File: src/rtl/vmem_fill.sv
// vmem_fill: memory-mapped rectangle-fill engine feeding the video memory
// write port. The CPU programs origin, size and colour, then starts the
// engine. It streams one clipped 3-bit pixel per accepted cycle in {y,x}
// address order, with x as the inner loop.
module vmem_fill #(
    parameter int LCD_W = 240,  // panel width in pixels (max 256)
    parameter int LCD_H = 240   // panel height in pixels (max 256)
) (
    input  logic        clk_i,
    input  logic        rst_ni,
    input  logic        wen_i,
    input  logic [3:0]  addr_i,
    input  logic [31:0] wdata_i,
    output logic [31:0] rdata_o,
    output logic        vm_we_o,
    output logic [15:0] vm_waddr_o,
    output logic [2:0]  vm_wdata_o,
    input  logic        vm_ready_i,
    output logic        busy_o
);

    typedef enum logic [1:0] {
        IDLE  = 2'd0,
        SETUP = 2'd1,
        RUN   = 2'd2
    } state_t;

    localparam logic [8:0] LCD_W9 = 9'(LCD_W);
    localparam logic [8:0] LCD_H9 = 9'(LCD_H);

    state_t state, next_state;

    // Programmed configuration
    logic [7:0] x0, y0, w, h;
    logic [2:0] color;

    // Status
    logic [15:0] pix_cnt;
    logic        done, aborted;

    // Scan position and clipped inclusive end coordinates
    logic [7:0] cx, cy;
    logic [8:0] xe, ye;

    // Decoded register accesses
    logic ctrl_wr, cfg_wr, start_req, abort_req, clr_req;

    // FSM decisions consumed by the datapath
    logic start_go, abort_go, setup_empty, setup_load, run_last;

    // Setup arithmetic (9-bit so x0+w cannot wrap)
    logic [8:0] x_sum, y_sum, x_lim, y_lim, xe_calc, ye_calc;
    logic       rect_empty;

    // Scan helpers
    logic accept, row_end, at_last;

    logic [31:0] rd_mux;

    // Bits of the bus that no register uses
    logic unused_bits;
    assign unused_bits = ^{addr_i[1:0], wdata_i[31:16]};

    assign ctrl_wr   = wen_i && (addr_i[3:2] == 2'd0);
    assign cfg_wr    = wen_i && (state == IDLE);
    assign start_req = ctrl_wr && wdata_i[0];
    assign abort_req = ctrl_wr && wdata_i[1];
    assign clr_req   = ctrl_wr && wdata_i[2];

    assign x_sum   = {1'b0, x0} + {1'b0, w};
    assign y_sum   = {1'b0, y0} + {1'b0, h};
    assign x_lim   = (x_sum > LCD_W9) ? LCD_W9 : x_sum;
    assign y_lim   = (y_sum > LCD_H9) ? LCD_H9 : y_sum;
    assign xe_calc = x_lim - 9'd1;
    assign ye_calc = y_lim - 9'd1;

    assign rect_empty = (w == 8'd0) || (h == 8'd0) ||
                        ({1'b0, x0} >= LCD_W9) || ({1'b0, y0} >= LCD_H9);

    assign accept  = vm_we_o && vm_ready_i;
    assign row_end = ({1'b0, cx} == xe);
    assign at_last = row_end && ({1'b0, cy} == ye);

    assign busy_o     = (state != IDLE);
    assign vm_waddr_o = {cy, cx};

    // State register
    always_ff @(posedge clk_i or negedge rst_ni) begin
        // NOTE: clocked state is always assigned with <= so every flop samples
        // the pre-edge values of the others, independent of block ordering.
        if (!rst_ni) state <= IDLE;
        else         state <= next_state;
    end

    // Next-state logic and the one-cycle decisions that drive the datapath
    always_comb begin
        // NOTE: every output gets a default first so no path leaves a value
        // unassigned, which would otherwise infer a latch.
        next_state  = state;
        start_go    = 1'b0;
        abort_go    = 1'b0;
        setup_empty = 1'b0;
        setup_load  = 1'b0;
        run_last    = 1'b0;
        case (state)
            IDLE: begin
                // ABORT in the same write cancels START outright
                if (start_req && !abort_req) begin
                    next_state = SETUP;
                    start_go   = 1'b1;
                end
            end
            SETUP: begin
                if (abort_req) begin
                    next_state = IDLE;
                    abort_go   = 1'b1;
                end else if (rect_empty) begin
                    next_state  = IDLE;
                    setup_empty = 1'b1;
                end else begin
                    next_state = RUN;
                    setup_load = 1'b1;
                end
            end
            RUN: begin
                if (abort_req) begin
                    next_state = IDLE;
                    abort_go   = 1'b1;
                end else if (accept && at_last) begin
                    next_state = IDLE;
                    run_last   = 1'b1;
                end
            end
            default: next_state = IDLE;
        endcase
    end

    // Configuration registers, writable only while idle
    always_ff @(posedge clk_i or negedge rst_ni) begin
        if (!rst_ni) begin
            x0    <= '0;
            y0    <= '0;
            w     <= '0;
            h     <= '0;
            color <= '0;
        end else if (cfg_wr) begin
            case (addr_i[3:2])
                2'd1: begin
                    x0 <= wdata_i[7:0];
                    y0 <= wdata_i[15:8];
                end
                2'd2: begin
                    w <= wdata_i[7:0];
                    h <= wdata_i[15:8];
                end
                2'd3: color <= wdata_i[2:0];
                default: ;
            endcase
        end
    end

    // Pixel counter and sticky completion flags; completion beats CLR_DONE
    always_ff @(posedge clk_i or negedge rst_ni) begin
        if (!rst_ni) begin
            pix_cnt <= '0;
            done    <= 1'b0;
            aborted <= 1'b0;
        end else if (start_go) begin
            pix_cnt <= '0;
            done    <= 1'b0;
            aborted <= 1'b0;
        end else begin
            // A write accepted in the same cycle as ABORT still counts
            if (accept) pix_cnt <= pix_cnt + 16'd1;

            if (abort_go || setup_empty || run_last) done <= 1'b1;
            else if (clr_req)                        done <= 1'b0;

            if (abort_go)     aborted <= 1'b1;
            else if (clr_req) aborted <= 1'b0;
        end
    end

    // Scan walker: latches clip bounds in SETUP, holds address while stalled
    always_ff @(posedge clk_i or negedge rst_ni) begin
        if (!rst_ni) begin
            cx         <= '0;
            cy         <= '0;
            xe         <= '0;
            ye         <= '0;
            vm_we_o    <= 1'b0;
            vm_wdata_o <= '0;
        end else begin
            if (state == SETUP) begin
                xe <= xe_calc;
                ye <= ye_calc;
            end

            if (setup_load) begin
                cx         <= x0;
                cy         <= y0;
                vm_we_o    <= 1'b1;
                vm_wdata_o <= color;
            end else if (abort_go || run_last) begin
                vm_we_o <= 1'b0;
            end else if (accept) begin
                if (row_end) begin
                    cx <= x0;
                    cy <= cy + 8'd1;
                end else begin
                    cx <= cx + 8'd1;
                end
            end
        end
    end

    // Read-data mux, registered below for one-cycle read latency
    always_comb begin
        rd_mux = '0;
        case (addr_i[3:2])
            2'd0: rd_mux = {pix_cnt, 13'b0, aborted, done, busy_o};
            2'd1: rd_mux = {16'b0, y0, x0};
            2'd2: rd_mux = {16'b0, h, w};
            2'd3: rd_mux = {29'b0, color};
            default: rd_mux = '0;
        endcase
    end

    // Registered read data
    always_ff @(posedge clk_i or negedge rst_ni) begin
        if (!rst_ni) rdata_o <= '0;
        else         rdata_o <= rd_mux;
    end

endmodule

File: config.mk
export PLATFORM = sky130hd
export DESIGN_NAME = vmem_fill
export DESIGN_NICKNAME = d
export VERILOG_FILES = /design/src/rtl/vmem_fill.sv
export SDC_FILE = /design/constraint.sdc
export NUM_CORES = 1
export LEC_CHECK = 0
export CAP_MARGIN = 20
export CORE_AREA = 2 2 143 145
export CTS_CLUSTER_DIAMETER = 200
export DETAILED_ROUTE_END_ITERATION = 6
export DIE_AREA = 0 0 145 147
export HOLD_SLACK_MARGIN = 0.08
export SLEW_MARGIN = 40
export SYNTH_ARGS = -nofsm -noshare
export SYNTH_HDL_FRONTEND = slang
export SYNTH_SLANG_ARGS = --single-unit
export TNS_END_PERCENT = 20
File: constraint.sdc
create_clock -name clk_i -period 3.5 [get_ports clk_i]
set_input_delay 0.7 -clock clk_i [delete_from_list [all_inputs] [get_ports clk_i]]
set_output_delay 0.7 -clock clk_i [all_outputs]
set_load 0.01 [all_outputs]
* Yosys cells after proc, flatten, opt, wreduce, memory -nomap -nowiden
Index checks and enable logic that the tools add are counted.
** Storage, ports and cells
- Memories kept :: 0
- Flip-flop bits (word level) :: 125
- Bits in latches :: 0
- RAM bits :: 0
- Output and inout port bits :: 53
- ROM bits :: 0
** Cells by class
- Multiply operators :: 0
- Equality and inequality tests :: 10
- Reductions and logical operators :: 34
- Bitwise operators :: 0
- $add $sub $neg :: 7
- Muxes and demuxes :: 39
- Divide/modulo/power cells :: 0
- Order comparisons :: 4
- Shift-type cells :: 0
** Operator list (count)
- $pmux W32 S4 :: 1
- $mux W8 :: 8
- $mux W16 :: 2
- $mux W1 :: 20
- $add A8 B8 Y9 :: 2
- $eq A8 B9 Y1 :: 2
- $gt A9 B8 Y1 const B :: 2
- $mux W9 :: 2
- $sub A9 B1 Y9 const B :: 2
- $add A16 B1 Y16 const B :: 1
- $add A8 B1 Y8 const B :: 2
- $ge A8 B8 Y1 const B :: 2
- $logic_not A8 Y1 :: 2
- $mux W2 :: 5
- $reduce_and A2 Y1 :: 5
- $reduce_bool A2 Y1 :: 5
- $logic_and A1 B1 Y1 :: 9
- $eq A2 B2 Y1 const B :: 3
- $logic_or A1 B1 Y1 :: 6
- $pmux W2 S3 :: 1
- $reduce_bool A3 Y1 :: 2
- $eq A2 B1 Y1 const B :: 2
- $logic_not A2 Y1 :: 2
- $ne A3 B3 Y1 const B :: 1
- other kinds (5) :: 5

* Logic depth before layout (Yosys ltp)
Gate-level depths: netlist of run 1.
- Word-level depth :: 11
- Mapped depth :: 15
- Gate-level depth less buffers :: 15

* Least setup slack after synthesis of run 1
No wires, ideal clock.
- Path type :: register -> register
- Start :: register x0[0]
- End :: register xe[6]
- Setup slack :: 0.399 ns
- Stages on the path, launching flop included :: 14
- Data arrival time :: 2.970 ns
- Required time :: 3.369 ns
- Clock period less this slack :: 3.101 ns
- Path buffers :: 0
- Path through :: dfrtp_1 -> ha_1 -> inv_1 -> fa_1 -> nand2b_2 -> a21oi_2 -> nor2_1 -> xnor2_1 -> a41oi_1 -> nand2b_1 -> ha_1 -> inv_1 -> o211a_1 -> or3_1
** On the way
- Longest elaborated chain between the ends :: 4
** Ends and longest elaborated chain
- start, declared :: RTL line 34 : logic [7:0] x0, y0, w, h;
- start signal, assigned :: RTL line 149 : x0 <= wdata_i[7:0];
- $add A8 B8 Y9 (*) :: RTL line 70 : assign x_sum = {1'b0, x0} + {1'b0, w};
- $gt A9 B8 Y1 :: RTL line 72 : assign x_lim = (x_sum > LCD_W9) ? LCD_W9 : x_sum;
- $mux W9 (*) :: RTL line 72
- $sub A9 B1 Y9 (*) :: RTL line 74 : assign xe_calc = x_lim - 9'd1;
- end signal, assigned :: RTL line 195 : xe <= xe_calc;
- end, declared :: RTL line 43 : logic [8:0] xe, ye;
Every way passes the cells marked *; elsewhere a longest branch is shown, timed or not.
A chain may end at the register's enable or synchronous reset.

* Worst setup path in the final report of run 1
- Start :: register h[5]
- End :: register ye[6]
** On the way
- Longest elaborated chain between the ends :: 4
** Ends and longest elaborated chain
- start, declared :: RTL line 34
- start signal, assigned :: RTL line 154 : h <= wdata_i[15:8];
- $add A8 B8 Y9 (*) :: RTL line 71 : assign y_sum = {1'b0, y0} + {1'b0, h};
- $gt A9 B8 Y1 :: RTL line 73 : assign y_lim = (y_sum > LCD_H9) ? LCD_H9 : y_sum;
- $mux W9 (*) :: RTL line 73
- $sub A9 B1 Y9 (*) :: RTL line 75 : assign ye_calc = y_lim - 9'd1;
- end signal, assigned :: RTL line 196 : ye <= ye_calc;
- end, declared :: RTL line 43
Marked as above.

==> results of run 1 <==
[cells in the final DEF (no fill, tap or decap), types with 3 or more instances in the layout]
| cell type | instances |
|---|---|
| a21o_1 | 7 |
| a21oi_1 | 44 |
| a22o_1 | 14 |
| a31oi_1 | 13 |
| a41oi_1 | 3 |
| and2_1 | 21 |
| and3_1 | 11 |
| buf_4 | 25 |
| bufinv_16 | 3 |
| clkbuf_16 | 17 |
| clkdlybuf4s50_1 | 73 |
| clkinv_2 | 3 |
| clkinvlp_4 | 3 |
| dfrtp_1 | 124 |
| ha_1 | 25 |
| inv_1 | 25 |
| mux2_2 | 39 |
| mux2i_1 | 3 |
| mux4_2 | 3 |
| nand2_1 | 48 |
| nand2b_1 | 5 |
| nand3_1 | 37 |
| nand4_1 | 9 |
| nor2_1 | 52 |
| nor2b_1 | 10 |
| nor3_1 | 7 |
| nor3b_1 | 3 |
| nor4_1 | 8 |
| o21ai_0 | 30 |
| o22ai_1 | 4 |
| or2_2 | 5 |
| or3_1 | 4 |
| xnor2_1 | 20 |
| xor2_1 | 24 |
[metrics by stage]
step	area (µm²)	std cells	total power, mW	setup slack, ns	utilization, %
finish	8616	1053	9.492	0.1889	43.42
global route	8616	1053	10.29	0.001698	43.42
CTS	8591	1053	9.510	0.1598	43.29
detailed placement	8003	1023	7.676	0.1829	40.33
global placement	7999	1023	7.644	0.1819	40.31
floorplan	6845	680	6.137	0.3992	-
[what timing repair did]
| item | CTS | global route |
|---|---|---|
| hold buffers | 0 | 0 |
| endpoints found under the setup margin | 0 | 2 |
| gates resized for setup | 0 | 5 |
[worst max path at each step]
stage / slack, ns / start / end
4_1_cts: 0.16 / h[0] / ye[6]
3_3_place_gp: 0.18 / h[0] / ye[6]
5_1_grt: 0.002 / h[0] / ye[6]
2_1_floorplan: 0.40 / x0[0] / xe[6]
6_report: 0.19 / h[5] / ye[6]
3_5_place_dp: 0.18 / h[0] / ye[6]
[power by group through the flow]
stage	Combinational (mW)	Clock, mW	Sequential, mW
after detailed placement	5.07	0	2.61
final	5.13	1.78	2.58
after global placement	5.04	0	2.60
after floorplan	3.64	0	2.49
after CTS	5.10	1.82	2.59
after global routing	5.74	1.88	2.67
[cell type report]
class                           count  area [µm²]  share of cell area (%)
Inverter                           26       97.59                   1.133
Sequential cell                   125        3129                   36.32
Tap cell                          270       337.8                   3.921
Clock buffer                       19       442.9                   5.141
Timing Repair Buffer              100       952.2                   11.05
Multi-Input combinational cell    502        3511                   40.75
Clock inverter                     11       145.1                   1.685
[flip-flops by register name, summed over array words and instances (netlist names), 9 cells and up]
name	count
rdata_o	32
pix_cnt	16
xe	9
ye	9
[critical path, stage by stage, from the launching register on]
cell       delay (ns)
dfrtp_1          0.41
ha_1             0.44
or3b_2           0.48
o2111ai_1        0.11
a311oi_1         0.13
a21oi_1          0.17
nand4_1          0.16
and2b_2          0.29
nand2b_1         0.09
ha_1             0.19
nand3_1          0.09
nand3b_1         0.21
xor2_1           0.18
mux2_2           0.27
[synth_stat cells (3+ instances only)]
library cell  count  area, µm²
and2_1           21      131.4
nor2b_1          11      68.82
a21oi_1          44      220.2
inv_1            25      93.84
or2_2             5      31.28
clkbuf_1         13      48.80
nor3_1            7      35.03
nand2_1          48      180.2
nand2b_1          5      31.28
dfrtp_1         125       3128
buf_2             9      45.04
mux2i_1           3      30.03
and3_1           11      68.82
a31oi_1          13      81.33
a21o_1            7      52.55
nand3_1          37      185.2
a41oi_1           4      35.03
o22ai_1           4      25.02
mux2_2           39      439.2
xnor2_1          21      183.9
nor3b_1           3      22.52
ha_1             25      312.8
nor2_1           53      198.9
or3_1             4      25.02
nand4_1           9      56.30
mux4_2            3      67.56
nor4_1            8      50.05
o21ai_0          30      150.1
xor2_1           24      210.2
a22o_1           14      122.6
[logic make-up after synthesis]
logic type	after synthesis	share of synthesized area, %
DFF	125	45.70
AOI/OAI and AO/OA	144	13.87
adders and majority gates	27	5.154
muxes	45	7.841
buffers and inverters	53	3.327
and+or+nand+nor	241	18.35
xor gates and xnor gates	45	5.758
[metal layers]
| layer | up-vias | global-route usage [%] | wire (µm) |
|---|---|---|---|
| li1 | 2619 | - | - |
| met3 | 19 | 3.509 | 484 |
| met1 | 2573 | 22.32 | 7973 |
| met2 | 76 | 27.98 | 8321 |
| met4 | 0 | 5.396 | 275 |
| met5 | - | 0 | 0 |
==> qor.txt, run 1 <==
Arrival @ worst endpoint: 3.62 ns
Row Count: 52
TritonRoute pass-1 iters: 4
wire length of the first global-routing pass: 28430 µm
CTS tree: done
CTS root buffer: clkbuf_16
gpl congestion: 0.8472
number of synthesized flops with an enable pin: 0
DRC violations left: 0
Worst-Skew Late Latency: 0.42 ns
Setup CP Type: reg -> reg
DR WL/cell: 16.20 µm
sequential share of power: 27.2%
Port Buffers: 74
Post-DRT Antenna Nets: 0
DP Wirelength: 12490 µm
combinational group share of total power: 54.0%
ys async rst share: 100.0%
Placeable Area: 0.01984 mm²
layout cell share with drive strength beyond 1: 15.71%
outcome: complete, no violations
GRT Overall Usage: 16.90%
post-synthesis sequential area ratio: 45.70%
Synth Warn #: 0
Slew @ Worst Pin: 0.6542 ns
syn_area_per_cell: 10.07 µm²
Pins Over Slew Limit: 0
MaxCap Viol Count: 0
Leak: 3.759 nW
vias in the first global route: 5325
PD cells: 1102 mW/mm²
reg2reg end: ye[6]
synthesized instance count: 680
largest net degree at the start of global routing: 79
Die Ht: 147 µm
Nets: 839
fin crit share: 94.60%
initial antenna violation count: 0
RSZ-0062 raised after global routing: false
synthesized area: 0.006845 mm²
Slew HR: 56.39%
Clock transition at path regs: 0.06 ns
total net switching power: 3.972 mW
Fill cells: 1884
final setup fails: 0
worst min path class: in -> async
FMAX: 0.3020 GHz
Max clock buf depth: 2
Total Wirelength: 17050 µm
R2R cell count: 13
min Tclk post-route: 3.311 ns
post-CTS setup buffers: 0
Syn Nets: 747
Top FF cell, synth: dfrtp_1
#FFs+latches synth: 125
I/O pin count: 93
Setup Skew: 0.009673 ns
Worst Setup End Kind: flip-flop
Internal: 5.519 mW
final hold vios: 0
clock sink count: 125
Area Growth Syn to Fin: 25.86%
post-synth cell types: 71
Worst VDD drop: 0.4790 mV
Die ar.: 0.02132 mm²
R2R setup slack: 0.19 ns
vias per inst: 5.021
worst-path maximum fanout: 10
startpoint types: flip-flop
switch share: 41.85%
setup TNS: 0 ns
# H-tree levels: 4
Clock Power Share: 18.8%
DR iter-0 viols: 235
TritonCTS Buffers: 17
Fin Hold WS: 0.2922 ns
vias: 5287
# diodes: 0
total grt overflow: 0
Starting Density: 34.50%
CP required: 3.81 ns
width of the die: 145 µm
Critical R2R Launch: h[5]
(Power assumes the default switching activity.)
==> run 2, diff against run 1 <==
- CAP_MARGIN: 20 -> 40
- CORE_AREA: 2 2 143 145 -> 2 2 134 136
- DIE_AREA: 0 0 145 147 -> 0 0 136 138
==> run 2 against run 1 <==
Clock-buffer cell count is the same. Fmax shrank 2.5%. Critical path depth unchanged.
==> qor.txt, run 2 (synthesized netlist as in run 1, its figures left out) <==
outcome: complete, no violations
TritonCTS Buffers: 17
biggest regs: rdata_o: 32 flops, pix_cnt: 16 flops
largest net degree at the start of global routing: 75
Starting Density: 39.04%
CTS tree: done
wire length of the first global-routing pass: 27410 µm
hold buffers post-CTS: 0
Critical R2R Launch: y0[4]
Arrival @ worst endpoint: 3.71 ns
Nets: 832
most frequent cells in the layout: dfrtp_1 (124), clkdlybuf4s50_1 (73), nor2_1 (53)
Top reg by flops: rdata_o
worst-path maximum fanout: 6
width of the die: 136 µm
Worst Setup End Kind: flip-flop
Slew HR: 46.73%
Die Ht: 138 µm
Setup CP Type: reg -> reg
PD cells: 1121 mW/mm²
MaxCap Viol Count: 0
TritonRoute pass-1 iters: 5
# diodes: 0
Die ar.: 0.01877 mm²
Area Growth Syn to Fin: 24.75%
DP Wirelength: 12230 µm
I/O pin count: 93
Port Buffers: 74
CTS root buffer: clkbuf_16
most frequent CP cell: ha_1
dpl cells: 973
crit path from: y0[4]
initial antenna violation count: 0
Clock transition at path regs: 0.06 ns
Pins Over Slew Limit: 0
Util after Layout: 48.70%
Top delay family on crit path: simple AND/OR/NAND/NOR gates
crit path buf inv count: 0
DR iter-0 viols: 365
worst-path cell with the longest stage delay: or3b_2
Post-DRT Antenna Nets: 0
clock sink count: 125
vias per inst: 5.383
Max clock buf depth: 2
final hold vios: 0
vias in the first global route: 5332
Leak: 3.719 nW
Worst-Skew Late Latency: 0.42 ns
min Tclk post-route: 3.397 ns
Total Wirelength: 16860 µm
Placeable Area: 0.01753 mm²
Row Count: 49
worst min path class: in -> async
FMAX: 0.2943 GHz
total grt overflow: 0
fin crit share: 97.07%
final std cells w/o fill: 1007
max reg flops: 32
DRC violations left: 0
Setup Skew: 0.006314 ns
GRT Overall Usage: 18.50%
Worst VDD drop: 0.4884 mV
vias: 5421
setup TNS: 0 ns
crit path cell chain: ha_1 > or3b_2 > o2111ai_1 > a311oi_1 > a21oi_1 > nand4_1 > and2b_2 > nand2b_1 > ha_1 > nand3_1 > nand3b_1 > xor2_1 > mux2_2
layout cell share with drive strength beyond 1: 15.94%
CP required: 3.81 ns
startpoint types: flip-flop
Slew @ Worst Pin: 0.7961 ns
# H-tree levels: 4
max incr delay on CP: 0.50 ns
gpl congestion: 0.8630
final setup fails: 0
DR WL/cell: 16.74 µm
most common cell after layout, fill and taps aside: dfrtp_1
run 2: cell count changes in the layout (fill, tap and decap cells not counted), sizes merged:
cell      before  now
bufinv         3    2
clkinvlp       3    5
inv           26   27
clkbuf        20   19
buf           26   20
run 2: per-layer routing:
layer,share of wire (%),vias up,track usage (%)
li1,-,2606,-
met1,46,2648,25.34
met2,48,149,29.30
met3,4.3,18,3.704
met4,1.5,0,6.250
met5,0,-,0
run 2: timing repair:
action                                 4_1_cts  5_1_grt
setup buffers                                0        2
resized for setup                            0       10
endpoints found under the hold margin        0        0
setup endpoints to repair                    0        3
run 2: power breakdown:
part | switching [mW] | total, mW | internal (mW)
clock network | 0.675 | 1.74 | 1.07
registers | 0.623 | 2.62 | 1.99
logic | 2.80 | 5.21 | 2.41
run 2: worst paths after layout:
kind,to,slack [ns],depth (start not counted)
setup / recovery,ye[6],0.10,13
hold / removal,rdata_o[19],0.30,1
setup reg to reg,ye[6],0.10,13
hold reg to reg,rdata_o[31],0.51,1
max in group asynchronous,y0[0],2.41,2
min in group clk_i,rdata_o[31],0.51,1
run 2: area by class of cell:
class | instances | area [µm²]
Multi-Input combinational cell | 502 | 3543
Timing Repair Buffer | 93 | 897.1
Sequential cell | 125 | 3129
Inverter | 26 | 97.59
Fill cell | 1632 | 8995
Clock buffer | 19 | 442.9
Clock inverter | 13 | 142.6
Tap cell | 229 | 286.5
run 2: metrics by stage:
stage	cell area (µm²)	worst slack, ns	hold WS, ns	power, mW
floorplan	6845	0.3992	0.4044	6.137
global placement	7880	0.1781	0.4891	7.423
detailed placement	7893	0.1087	0.4977	7.598
CTS	8478	0.08510	0.3315	9.391
global route	8539	-0.08038	0.3694	10.27
finish	8539	0.1025	0.2973	9.571
==> run 3, diff against run 2 <==
- CAP_MARGIN: 40 -> 20
- GPL_ROUTABILITY_DRIVEN: unset -> 0
==> run 3 against run 2 <==
Clock-buffer cell count rose by 5. Global-route usage rose by 0.21 points. Die area did not move. Utilization fell by 0.25 points. Critical endpoint unchanged. Combinational power barely moved. Setup slack improved by 0.069 ns. Power fell by 1.5%. Clock skew rose by 0.0049 ns. Design area fell by 0.51%. Via count rose by 1.3%. Hold slack improved by 0.018 ns. Highest routed layer unchanged. Fmax rose by 2.1%.
==> qor.txt, run 3 (synthesized netlist as in run 1, its figures left out) <==
crit path cell chain: ha_2 > or4b_1 > o2111ai_1 > a311oi_1 > a21oi_1 > nand4_1 > and2b_2 > nand2b_1 > ha_1 > nand3_1 > nand3b_1 > xor2_1 > mux2_2
Slew HR: 49.00%
DR WL/cell: 16.73 µm
CTS root buffer: clkbuf_16
switch share: 42.82%
vias in the first global route: 5530
TritonRoute pass-1 iters: 5
worst-path cell with the longest stage delay: or4b_1
Area Growth Syn to Fin: 24.11%
Multi-input gate area: 0.003540 mm²
DP Wirelength: 12220 µm
CTS tree: done
crit path from: y0[3]
clock sink count: 125
Post-DRT Antenna Nets: 0
RSZ-0062 raised after global routing: false
Die ar.: 0.01877 mm²
FMAX: 0.3005 GHz
# diodes: 0
DRC violations left: 0
Critical R2R Launch: y0[3]
startpoint types: flip-flop
Worst Setup End Kind: flip-flop
biggest regs: rdata_o: 32 flops, pix_cnt: 16 flops
GRT Overall Usage: 18.71%
Worst VDD drop: 0.4476 mV
Slew @ Worst Pin: 0.7622 ns
Top reg by flops: rdata_o
Nets: 832
DR iter-0 viols: 395
Arrival @ worst endpoint: 3.63 ns
PD cells: 1109 mW/mm²
Setup CP Type: reg -> reg
Pins Over Slew Limit: 0
Max clock buf depth: 2
vias per inst: 5.467
max incr delay on CP: 0.54 ns
Clock transition at path regs: 0.06 ns
Setup Skew: 0.01119 ns
Die Ht: 138 µm
vias: 5489
total grt overflow: 0
CP required: 3.80 ns
Cell Area, Placed: 0.007888 mm²
Port Buffers: 74
I/O pin count: 93
Fill cells: 1644
worst-path maximum fanout: 6
Starting Density: 39.04%
Placeable Area: 0.01753 mm²
Leak: 3.714 nW
most frequent cells in the layout: dfrtp_1 (124), clkdlybuf4s50_1 (73), nor2_1 (53)
wire length of the first global-routing pass: 27930 µm
layout cell share with drive strength beyond 1: 15.35%
final hold vios: 0
Final Instance Area: 0.008496 mm²
outcome: complete, no violations
total net switching power: 4.035 mW
setup TNS: 0 ns
# H-tree levels: 4
most common cell after layout, fill and taps aside: dfrtp_1
final setup fails: 0
hold buffers post-CTS: 0
max reg flops: 32
sequential share of power: 27.8%
combinational group share of total power: 55.0%
largest net degree at the start of global routing: 75
width of the die: 136 µm
dpl cells: 973
min Tclk post-route: 3.328 ns
initial antenna violation count: 0
final std cells w/o fill: 1004
worst min path class: in -> async
Clock Power Share: 17.2%
R2R setup slack: 0.17 ns
TritonCTS Buffers: 17
Row Count: 49
Worst-Skew Late Latency: 0.42 ns
Total Wirelength: 16800 µm
register area: 0.003129 mm²
Internal: 5.388 mW
fin crit share: 95.09%
MaxCap Viol Count: 0
[run 3: path summary, 6_finish.rpt]
path / to / cells after the start
worst max register to register: ye[6] / 13
worst max-delay path: ye[6] / 13
min in group clk_i: xe[1] / 2
worst min register to register: xe[1] / 2
max in group asynchronous: y0[0] / 2
worst min-delay path: cx[6] / 1
[run 3: final cells by class]
cell class,count,area share [%]
multi-input cells,502,41.66
flip-flops and latches,125,36.83
repair buffers,93,10.56
clock buffers,24,6.024
well taps,229,3.373
inverters,26,1.149
clock inverters,5,0.3976
[run 3: power groups by stage]
stage / registers (mW) / logic, mW / clock network (mW)
2_1_floorplan: 2.49 / 3.64 / 0
3_3_place_gp: 2.61 / 4.81 / 0
3_5_place_dp: 2.64 / 4.97 / 0
4_1_cts: 2.62 / 5.00 / 1.65
5_1_grt: 2.69 / 5.75 / 1.71
6_report: 2.62 / 5.18 / 1.62
[run 3: critical path: cells and delay by family (launching register included)]
family	cells	cell delay [ns]
AND/OR/NAND/NOR	6	1.38
adder cells (fa/ha/maj)	2	0.53
flip-flops	1	0.43
AO/OA/AOI/OAI	3	0.42
multiplexers	1	0.28
XOR/XNOR	1	0.19
[run 3: stage by stage]
stage	utilization, %	power [mW]	worst slack, ns	hold WS [ns]
floorplan	-	6.137	0.3992	0.4044
global placement	44.94	7.422	0.1738	0.4905
detailed placement	44.98	7.600	0.01793	0.4928
CTS	48.09	9.274	0.002199	0.3362
global route	48.45	10.16	0.007612	0.3703
finish	48.45	9.423	0.1720	0.3150
[run 3: routing by layer]
layer / up-vias / GRT usage (%) / wire, µm
li1: 2611 / - / -
met1: 2706 / 25.72 / 7836
met2: 150 / 29.09 / 7891
met3: 22 / 3.960 / 757
met4: 0 / 6.908 / 312
met5: - / 0 / 0
[run 3: what timing repair did]
action / in CTS / in global routing
gates resized for setup: 0 / 9
setup buffers: 0 / 2
hold endpoints to repair: 0 / 0
setup endpoints to repair: 0 / 5
